File: src/rtl/mem_map_pkg.sv
// Shared types and constants for the CPU data-port memory-map controller.
package mem_map_pkg;

  typedef enum logic [1:0] {REG_RAM, REG_IO, REG_ROM, REG_NONE} region_t;
  typedef enum logic {S_IDLE, S_WAIT} state_t;

  localparam logic [2:0] IO_SW   = 3'd0;
  localparam logic [2:0] IO_GPIO = 3'd1;
  localparam logic [2:0] IO_SET  = 3'd2;
  localparam logic [2:0] IO_CLR  = 3'd3;
  localparam logic [2:0] IO_EDGE = 3'd4;

  localparam logic [32:0] IO_WORDS = 33'd8;

  // 33-bit operands so base+length never wraps at the top of the address space.
  function automatic logic ranges_overlap(input logic [32:0] a_base, input logic [32:0] a_len,
                                          input logic [32:0] b_base, input logic [32:0] b_len);
    return (a_base < b_base + b_len) && (b_base < a_base + a_len);
  endfunction

endpackage

File: src/rtl/mem_map_ctrl_sw_sync_edge.sv
// Two-flop synchroniser for asynchronous switch inputs plus rising-edge detect.
// Synchronised value visible 2 cycles after the input changes; rise pulse follows it.
module sw_sync_edge #(
  parameter int N = 1
) (
  input  logic         clk,
  input  logic         rst_n,
  input  logic [N-1:0] i_sw,
  output logic [N-1:0] o_sync,
  output logic [N-1:0] o_rise
);

  logic [N-1:0] r_meta;
  logic [N-1:0] r_sync;
  logic [N-1:0] r_sync_d;

  always_ff @(posedge clk or negedge rst_n) begin
    if (!rst_n) begin
      r_meta   <= '0;
      r_sync   <= '0;
      r_sync_d <= '0;
    end else begin
      r_meta   <= i_sw;
      r_sync   <= r_meta;
      r_sync_d <= r_sync;
    end
  end

  assign o_sync = r_sync;
  assign o_rise = r_sync & ~r_sync_d;

endmodule

File: src/rtl/mem_map_ctrl.sv
// Memory-map controller: decodes CPU accesses into RAM, I/O registers and ROM.
// Reads take MEM_LAT+1 cycles with ready low until rvalid; writes complete at the accepting edge.
module mem_map_ctrl
  import mem_map_pkg::*;
#(
  parameter logic [31:0] RAM_BASE  = 32'd0,
  parameter logic [31:0] RAM_WORDS = 32'd27360,
  parameter logic [31:0] IO_BASE   = 32'd27360,
  parameter logic [31:0] ROM_BASE  = 32'd27368,
  parameter logic [31:0] ROM_WORDS = 32'd720,
  parameter int          NSW       = 4,
  parameter int          NGPIO     = 8,
  parameter int          MEM_LAT   = 1,
  parameter logic [31:0] GPIO_RST  = 32'd0
) (
  input  logic             clk,
  input  logic             rst_n,
  input  logic             req,
  input  logic             we,
  input  logic [31:0]      addr,
  input  logic [31:0]      wdata,
  output logic             ready,
  output logic [31:0]      rdata,
  output logic             rvalid,
  output logic             err,
  output logic             ram_we,
  output logic [31:0]      ram_addr,
  output logic [31:0]      ram_wdata,
  input  logic [31:0]      ram_rdata,
  output logic [31:0]      rom_addr,
  input  logic [31:0]      rom_rdata,
  input  logic [NSW-1:0]   sw_in,
  output logic [NGPIO-1:0] gpio_out
);

  localparam logic [32:0] RAM_END = {1'b0, RAM_BASE} + {1'b0, RAM_WORDS};
  localparam logic [32:0] IO_END  = {1'b0, IO_BASE} + IO_WORDS;
  localparam logic [32:0] ROM_END = {1'b0, ROM_BASE} + {1'b0, ROM_WORDS};
  localparam logic [1:0]  LAT     = MEM_LAT[1:0];

  if (ranges_overlap({1'b0, RAM_BASE}, {1'b0, RAM_WORDS}, {1'b0, IO_BASE}, IO_WORDS) ||
      ranges_overlap({1'b0, RAM_BASE}, {1'b0, RAM_WORDS}, {1'b0, ROM_BASE}, {1'b0, ROM_WORDS}) ||
      ranges_overlap({1'b0, IO_BASE}, IO_WORDS, {1'b0, ROM_BASE}, {1'b0, ROM_WORDS})) begin : g_overlap
    $error("mem_map_ctrl: RAM, IO and ROM regions overlap");
  end
  if (NSW < 1 || NSW > 32 || NGPIO < 1 || NGPIO > 32 || MEM_LAT < 1 || MEM_LAT > 3) begin : g_param
    $error("mem_map_ctrl: NSW/NGPIO must be 1..32 and MEM_LAT 1..3");
  end

  function automatic region_t decode(input logic [31:0] a);
    logic [32:0] x;
    x = {1'b0, a};
    if (x >= {1'b0, RAM_BASE} && x < RAM_END) return REG_RAM;
    if (x >= {1'b0, IO_BASE}  && x < IO_END)  return REG_IO;
    if (x >= {1'b0, ROM_BASE} && x < ROM_END) return REG_ROM;
    return REG_NONE;
  endfunction

  state_t          r_state, w_state_nxt;
  logic [1:0]      r_cnt, w_cnt_nxt;
  logic            w_done;
  logic [31:0]     r_addr;
  region_t         r_region;
  logic [2:0]      r_ioff;
  logic [31:0]     r_rdata;
  logic            r_rvalid;
  logic            r_err;
  logic [NGPIO-1:0] r_gpio;
  logic [NSW-1:0]  r_edge;

  logic [31:0]     w_addr_eff;
  region_t         w_reg_eff;
  logic [2:0]      w_ioff;
  logic            w_accept, w_wr, w_rd, w_io_wr;
  logic [NSW-1:0]  w_sw_sync, w_sw_rise, w_w1c;
  logic [31:0]     w_rd_dat;

  sw_sync_edge #(.N(NSW)) u_sw_sync_edge (
    .clk    (clk),
    .rst_n  (rst_n),
    .i_sw   (sw_in),
    .o_sync (w_sw_sync),
    .o_rise (w_sw_rise)
  );

  // While a read is pending the memories keep seeing the latched address.
  assign w_addr_eff = (r_state == S_WAIT) ? r_addr : addr;
  assign w_reg_eff  = decode(w_addr_eff);
  assign w_ioff     = w_addr_eff[2:0] - IO_BASE[2:0];

  assign ready    = (r_state == S_IDLE) && !r_rvalid;
  assign w_accept = req && ready;
  assign w_wr     = w_accept && we;
  assign w_rd     = w_accept && !we;
  assign w_io_wr  = w_wr && (w_reg_eff == REG_IO);

  assign ram_we    = w_wr && (w_reg_eff == REG_RAM);
  assign ram_addr  = (w_reg_eff == REG_RAM) ? (w_addr_eff - RAM_BASE) : 32'd0;
  assign rom_addr  = (w_reg_eff == REG_ROM) ? (w_addr_eff - ROM_BASE) : 32'd0;
  assign ram_wdata = wdata;

  assign w_w1c = (w_io_wr && w_ioff == IO_EDGE) ? wdata[NSW-1:0] : '0;

  always_comb begin
    w_state_nxt = r_state;
    w_cnt_nxt   = r_cnt;
    w_done      = 1'b0;
    case (r_state)
      S_IDLE: begin
        if (w_rd) begin
          w_state_nxt = S_WAIT;
          w_cnt_nxt   = LAT;
        end
      end
      S_WAIT: begin
        w_cnt_nxt = r_cnt - 2'd1;
        if (r_cnt == 2'd1) begin
          w_done      = 1'b1;
          w_state_nxt = S_IDLE;
        end
      end
      default: w_state_nxt = S_IDLE;
    endcase
  end

  always_comb begin
    w_rd_dat = '0;
    case (r_region)
      REG_RAM: w_rd_dat = ram_rdata;
      REG_ROM: w_rd_dat = rom_rdata;
      REG_IO: begin
        case (r_ioff)
          IO_SW:   w_rd_dat[NSW-1:0]   = w_sw_sync;
          IO_GPIO: w_rd_dat[NGPIO-1:0] = r_gpio;
          IO_EDGE: w_rd_dat[NSW-1:0]   = r_edge;
          default: ;
        endcase
      end
      default: ;
    endcase
  end

  always_ff @(posedge clk or negedge rst_n) begin
    if (!rst_n) begin
      r_state  <= S_IDLE;
      r_cnt    <= '0;
      r_addr   <= '0;
      r_region <= REG_NONE;
      r_ioff   <= '0;
      r_rdata  <= '0;
      r_rvalid <= 1'b0;
      r_err    <= 1'b0;
    end else begin
      r_state  <= w_state_nxt;
      r_cnt    <= w_cnt_nxt;
      r_rvalid <= w_done;
      r_err    <= (w_done && r_region == REG_NONE) ||
                  (w_wr && (w_reg_eff == REG_ROM || w_reg_eff == REG_NONE));
      if (w_rd) begin
        r_addr   <= addr;
        r_region <= w_reg_eff;
        r_ioff   <= w_ioff;
      end
      if (w_done) r_rdata <= w_rd_dat;
    end
  end

  // A rising edge in the same cycle as a W1C write keeps the flag set.
  always_ff @(posedge clk or negedge rst_n) begin
    if (!rst_n) begin
      r_gpio <= GPIO_RST[NGPIO-1:0];
      r_edge <= '0;
    end else begin
      r_edge <= (r_edge & ~w_w1c) | w_sw_rise;
      if (w_io_wr) begin
        case (w_ioff)
          IO_GPIO: r_gpio <= wdata[NGPIO-1:0];
          IO_SET:  r_gpio <= r_gpio | wdata[NGPIO-1:0];
          IO_CLR:  r_gpio <= r_gpio & ~wdata[NGPIO-1:0];
          default: ;
        endcase
      end
    end
  end

  assign rdata    = r_rdata;
  assign rvalid   = r_rvalid;
  assign err      = r_err;
  assign gpio_out = r_gpio;

endmodule
File: config.mk
export PLATFORM = sky130hd
export DESIGN_NAME = mem_map_ctrl
export DESIGN_NICKNAME = d
export VERILOG_FILES = /design/src/rtl/mem_map_pkg.sv /design/src/rtl/mem_map_ctrl_sw_sync_edge.sv /design/src/rtl/mem_map_ctrl.sv
export SDC_FILE = /design/constraint.sdc
export NUM_CORES = 1
export LEC_CHECK = 0
export ABC_CLOCK_PERIOD_IN_PS = 5500
export CAP_MARGIN = 20
export CELL_PAD_IN_SITES_DETAIL_PLACEMENT = 0
export CELL_PAD_IN_SITES_GLOBAL_PLACEMENT = 1
export CORE_UTILIZATION = 32
export CTS_BUF_LIST = sky130_fd_sc_hd__clkbuf_4 sky130_fd_sc_hd__clkbuf_8 sky130_fd_sc_hd__clkbuf_16
export DETAILED_ROUTE_END_ITERATION = 12
export GPL_TIMING_DRIVEN = 0
export PLACE_DENSITY = 0.83
export SLEW_MARGIN = 20
export SYNTH_ARGS = -nofsm -noshare
export SYNTH_HDL_FRONTEND = slang
export SYNTH_SLANG_ARGS = --single-unit
File: constraint.sdc
create_clock -name clk -period 5.5 [get_ports clk]
set_clock_uncertainty 0.1 [all_clocks]
set_input_delay 1.1 -clock clk [delete_from_list [all_inputs] [get_ports clk]]
set_output_delay 1.1 -clock clk [all_outputs]
set_load 0.02 [all_outputs]
==> Yosys cells after proc, flatten, opt, wreduce, memory -nomap -nowiden <==
Index checks and enable logic that the tools add are counted.
{ "classes": {"muxes": 28, "n_lt_le_gt_ge": 5, "n_bitwise": 9, "n_reduce_logical": 20, "add_sub_neg": 2, "eq_ne": 14} }
{ "op_table": {"columns": ["cell", "n"], "rows": [
  ["32-bit by 15-bit less-than comparator with 1-bit output (second input constant)", 3],
  ["32-bit 2-to-1 mux", 3],
  ["32-bit by 15-bit greater-or-equal comparator with 1-bit output (second input constant)", 2],
  ["24-bit one-hot mux with 2 select lines", 1],
  ["8-bit one-hot mux with 3 select lines", 2],
  ["32-bit by 15-bit subtractor with 32-bit output (second input constant)", 1],
  ["2-bit 2-to-1 mux", 7],
  ["4-bit one-hot mux with 3 select lines", 1],
  ["1-bit logical AND", 11],
  ["1-bit 2-to-1 mux", 10],
  ["4-bit AND", 2],
  ["8-bit AND", 1],
  ["2-bit equality test (second input constant)", 4],
  ["4-bit 2-to-1 mux", 2],
  ["4-bit inverter", 2],
  ["8-bit inverter", 1],
  ["8-bit OR", 1],
  ["2-bit by 1-bit equality test with 1-bit output (second input constant)", 3],
  ["3-bit by 1-bit equality test with 1-bit output (second input constant)", 2],
  ["3-bit by 2-bit equality test with 1-bit output (second input constant)", 2],
  ["3-bit equality test (second input constant)", 2],
  ["2-bit zero test", 2],
  ["4-bit OR", 1],
  ["2-bit one-hot mux with 2 select lines", 1],
  ["9 further kinds", 11]
]} }
{ "totals": {"elab_cells": 91, "register_bits": 98, "output_inout_bits": 140, "in_bits": 136} }

==> Logic depth before layout (Yosys ltp) <==
{ "logic_depth": {"ltp_word": 17, "ltp_mapped": 11} }

==> Cells and area by module <==
Synthesis repeated with hierarchy kept, for this count alone.
{ "hier_totals": {"cells_unflattened": 623, "area_unflattened_um2": 5639.2} }
{ "by_module_without_submodules": {"columns": ["mod", "cells_each", "area_each_um2", "n_inst"], "rows": [
  ["mem_map_ctrl", 607, 5283.8, 1],
  ["sw_sync_edge", 16, 355.3, 1]
]} }

==> Least setup slack after synthesis <==
Ideal clock, no wire load.
{ "synth_path": {"kind": "input to output", "startpoint": "input addr[15]", "endpoint": "output rom_addr[31]", "path_buffers": 0, "setup_slack_ps": 1153, "stages": 5, "required_ps": 4300, "arrival_ps": 3147, "cell_sequence": "or3b_4 -> a22o_1 -> or4_4 -> a21o_1 -> nor4_1"} }
{ "synth_between": {"elab_chain_cells": 11, "elab_cells_between_ends": 22} }
{ "synth_rtl": {"columns": ["element", "line", "source"], "rows": [
  ["start, declared", "mem_map_ctrl.sv:20", "input logic [31:0] addr,"],
  ["32-bit 2-to-1 mux (*)", "mem_map_ctrl.sv:87", "assign w_addr_eff = (r_state == S_WAIT) ? r_addr : addr;"],
  ["32-bit by 15-bit greater-or-equal comparator with 1-bit output / 32-bit by 15-bit less-than comparator with 1-bit output (equally long branches)", "mem_map_ctrl.sv:55", "if (x >= {1'b0, ROM_BASE} && x < ROM_END) return REG_ROM;"],
  ["1-bit logical AND", "mem_map_ctrl.sv:55", null],
  ["1-bit 2-to-1 mux (2 in series)", "mem_map_ctrl.sv:55", null],
  ["1-bit 2-to-1 mux", "mem_map_ctrl.sv:54", "if (x >= {1'b0, IO_BASE} && x < IO_END) return REG_IO;"],
  ["2-bit 2-to-1 mux", "mem_map_ctrl.sv:56", "return REG_NONE;"],
  ["2-bit 2-to-1 mux", "mem_map_ctrl.sv:55", null],
  ["2-bit 2-to-1 mux", "mem_map_ctrl.sv:54", null],
  ["2-bit equality test", "mem_map_ctrl.sv:99", "assign rom_addr = (w_reg_eff == REG_ROM) ? (w_addr_eff - ROM_BASE) : 32'd0;"],
  ["32-bit 2-to-1 mux (*)", "mem_map_ctrl.sv:99", null],
  ["end, declared", "mem_map_ctrl.sv:30", "output logic [31:0] rom_addr,"]
]} }
Every way passes the cells marked *; elsewhere a longest branch is shown, timed or not. The select of a mux whose other input is x is not followed.

==> Final worst setup path <==
{ "layout_path": {"startpoint": "input addr[14]", "endpoint": "output rom_addr[25]"} }
Same word-level chain as after synthesis.

==> results.ini <==
[critical_path]
path_delay_family=buffers and inverters
timing.rr.end=gpio_out[4]$_DFFE_PN0P_
startpoint=addr[14]
cp_common_cell=clkdlybuf4s50_1
required_ns=4.30
worst-path-stages=8
arrival_ns=4.19
start_kind=primary input
cp_num_buf_inv=3
critPathMaxFanout=10
worstRegToRegCells=8
endpoint_kind=primary output
crit_end=rom_addr[25]
path_cells=clkdlybuf4s50_1 -> or3b_4 -> a22o_1 -> or4_4 -> a21o_1 -> buf_6 -> nor4_2 -> clkdlybuf4s50_1
r2r_slack_ns=2.55
cp_slowest_cell=clkdlybuf4s50_1
critPathKind=primary input to primary output
critical-path-max-stage-delay_ns=0.64
rr_startpoint=r_state$_DFF_PN0_

[cells_and_area]
fin_nets=1056
drive_gt1_frac=0.138
fillers=1731
syn_to_final_growth_pct=51.7
final_cell_mix=clkdlybuf4s50_1, nand2_1, dfrtp_1, buf_4, mux2i_1
multiInputGateArea_um2=2870
antenna_cells=0
design_area_um2=8920
final_core_util=0.496
seq_area_um2=2450
final_common_cell=clkdlybuf4s50_1

[global_route]
grt_pass1_vias=5095
antenna_found_initial=1
grt_use_total=0.186
gr-total-overflow=0
grt_pass1_wl_um=26900
grt_max_degree=60

[clock_tree]
cts-root-buf=clkbuf_16
cts_sinks=98
cts_buffer_depth=2
numCtsBuffers=9
cts_tree=yes
clk_pin_slew_worst_paths_ns=0.07
cts_setup_buffers=0
cts_hold_buffers=0
h-tree-depth=3
clkLatencyLatePin_ns=0.35

[synth]
synthArstFlopShare=1.00
syn_avg_cell_area_um2=8.96
synth-seq-cells=98
yosys_most_used_dff=dfrtp_1
netlist_area_um2=5880
synth_cells=656
synthDistinctLibCells=62
seq_area_frac_synth=0.418
yosys_warnings=0
synth_edf_count=0

[detailed_routing]
detail-route-antenna-nets=0
wl_per_cell_um=15.3
vias_per_cell=4.79
drc=0
drtIter0Drc=217
wirelength_um=17600
drt-pass1-iter-count=4
vias=5515

[sta]
slew_headroom=0.388
finalSetupViolations=0
finalCritPeriodShare=0.980
hold_violations=0
maxSlewViolCount=0
period_needed_ns=5.39
tightest_slew_ns=0.895
fmax_mhz=186
hold_ws_ns=0.246
rsz0062_at_grt=no

[placement]
dpl.hpwl_um=13700
dpl_cell_area_um2=8530
place.gp.congestion=0.810
numPortBuffers=223

[die]
die_w_um=138
coreArea_um2=18000
io_pins=276
rows=49
die-area_um2=18900
die_h_um=138
initial_core_util=0.327

[power]
total_power_uw=3070
ir_drop_mv=0.157
leakagePower_uw=0.00391
p_per_area_nw_per_um2=345

[run_status]
status=finished, final reports clean

[job]
maxCapViolations=0

[hold_path]
min-delay-path-class=flip-flop to flip-flop

==> area by class of cell <==
cell class,count,share of cell area
clock inverters,5,0.0121
flip-flops and latches,98,0.275
repair buffers,224,0.255
plain buffers,97,0.0724
well taps,229,0.0321
multi-input cells,478,0.321
inverters,10,0.00421
clock buffers,11,0.0276
==> flip-flops by register name (all words and copies together), names as in the netlist, 2 cells and up <==
register,cells
r_cnt,2
u_sw_sync_edge.r_sync_d,4
r_edge,4
u_sw_sync_edge.r_meta,4
r_region,2
rdata,32
gpio_out,8
r_addr,32
r_ioff,3
u_sw_sync_edge.o_sync,4
==> how the worst min path moves through the flow <==
stage                                                  start  slack, ns                                 end  cells after the start
final                     u_sw_sync_edge.r_meta[2]$_DFF_PN0_       0.25  u_sw_sync_edge.o_sync[2]$_DFF_PN0_                      0
after CTS                 u_sw_sync_edge.r_meta[0]$_DFF_PN0_       0.25  u_sw_sync_edge.o_sync[0]$_DFF_PN0_                      0
after global placement    u_sw_sync_edge.r_meta[0]$_DFF_PN0_       0.23  u_sw_sync_edge.o_sync[0]$_DFF_PN0_                      0
after global routing      u_sw_sync_edge.r_meta[1]$_DFF_PN0_       0.26  u_sw_sync_edge.o_sync[1]$_DFF_PN0_                      0
after detailed placement  u_sw_sync_edge.r_meta[0]$_DFF_PN0_       0.24  u_sw_sync_edge.o_sync[0]$_DFF_PN0_                      0
after floorplan           u_sw_sync_edge.r_meta[0]$_DFF_PN0_       0.23  u_sw_sync_edge.o_sync[0]$_DFF_PN0_                      0
==> Yosys cell counts, types with 3 or more instances <==
| master | n | area (µm²) |
|---|---|---|
| nand2_1 | 155 | 582 |
| dfrtp_1 | 96 | 2400 |
| buf_4 | 61 | 458 |
| mux2i_1 | 40 | 400 |
| o21ai_0 | 39 | 195 |
| nor2_1 | 30 | 113 |
| a21oi_1 | 18 | 90.1 |
| clkbuf_1 | 17 | 63.8 |
| nand3b_1 | 15 | 113 |
| nor3_1 | 15 | 75.1 |
| o31ai_1 | 14 | 105 |
| buf_2 | 12 | 60.1 |
| inv_1 | 10 | 37.5 |
| nand3_1 | 10 | 50.1 |
| nor4_2 | 9 | 113 |
| o211ai_1 | 8 | 60.1 |
| a22o_1 | 6 | 52.6 |
| nand4_1 | 6 | 37.5 |
| nor4_1 | 6 | 37.5 |
| buf_6 | 5 | 56.3 |
| or3_1 | 5 | 31.3 |
| a21boi_0 | 4 | 30.0 |
| a22oi_1 | 4 | 30.0 |
| mux2_2 | 4 | 45.0 |
| nor2b_1 | 4 | 25.0 |
| o41a_1 | 4 | 45.0 |
| a21o_1 | 3 | 22.5 |
| nand2b_1 | 3 | 18.8 |
| nor3b_1 | 3 | 22.5 |
| or2_2 | 3 | 18.8 |
| xnor2_1 | 3 | 26.3 |
==> per-layer routing <==
metal,wire (µm),part of all wire,track usage,vias up
met5,0,0,0,-
met4,245,0.014,0.0611,0
met3,1410,0.080,0.0412,17
met2,8280,0.47,0.302,217
met1,7700,0.44,0.242,2552
li1,-,-,-,2729
==> logic make-up (layout without fill, tap and decap cells) <==
kind of cell    Yosys count  in the layout  share of synthesized area
mux                      46             46                     0.0805
xor+xnor                  5              5                    0.00745
other cells               1             28                   0.000638
buf+inv                 107            347                      0.116
simple gates            278            278                      0.236
fa+ha+maj                 2              2                    0.00426
flops                    98             98                      0.418
compound gates          119            119                      0.137
==> repair_timing <==
item | 4_1_cts | 5_1_grt
endpoints found under the hold margin | 0 | 0
setup endpoints to repair | 0 | 23
resized for setup | 0 | 10
==> metrics by stage <==
stage,setup slack (ns),setup TNS (ns),cells
floorplan,1.15,0,683
global placement,-0.707,-67.02,1135
detailed placement,0.0451,0,1136
CTS,0.0408,0,1152
global route,0.00543,0,1152
finish,0.110,0,1152
==> where the power goes <==
part | internal, µW | switching (µW) | total (µW)
sequential | 892 | 134 | 1030
clock | 466 | 284 | 749
combinational | 539 | 759 | 1300
No activity file was read; power rests on OpenSTA's default activity.
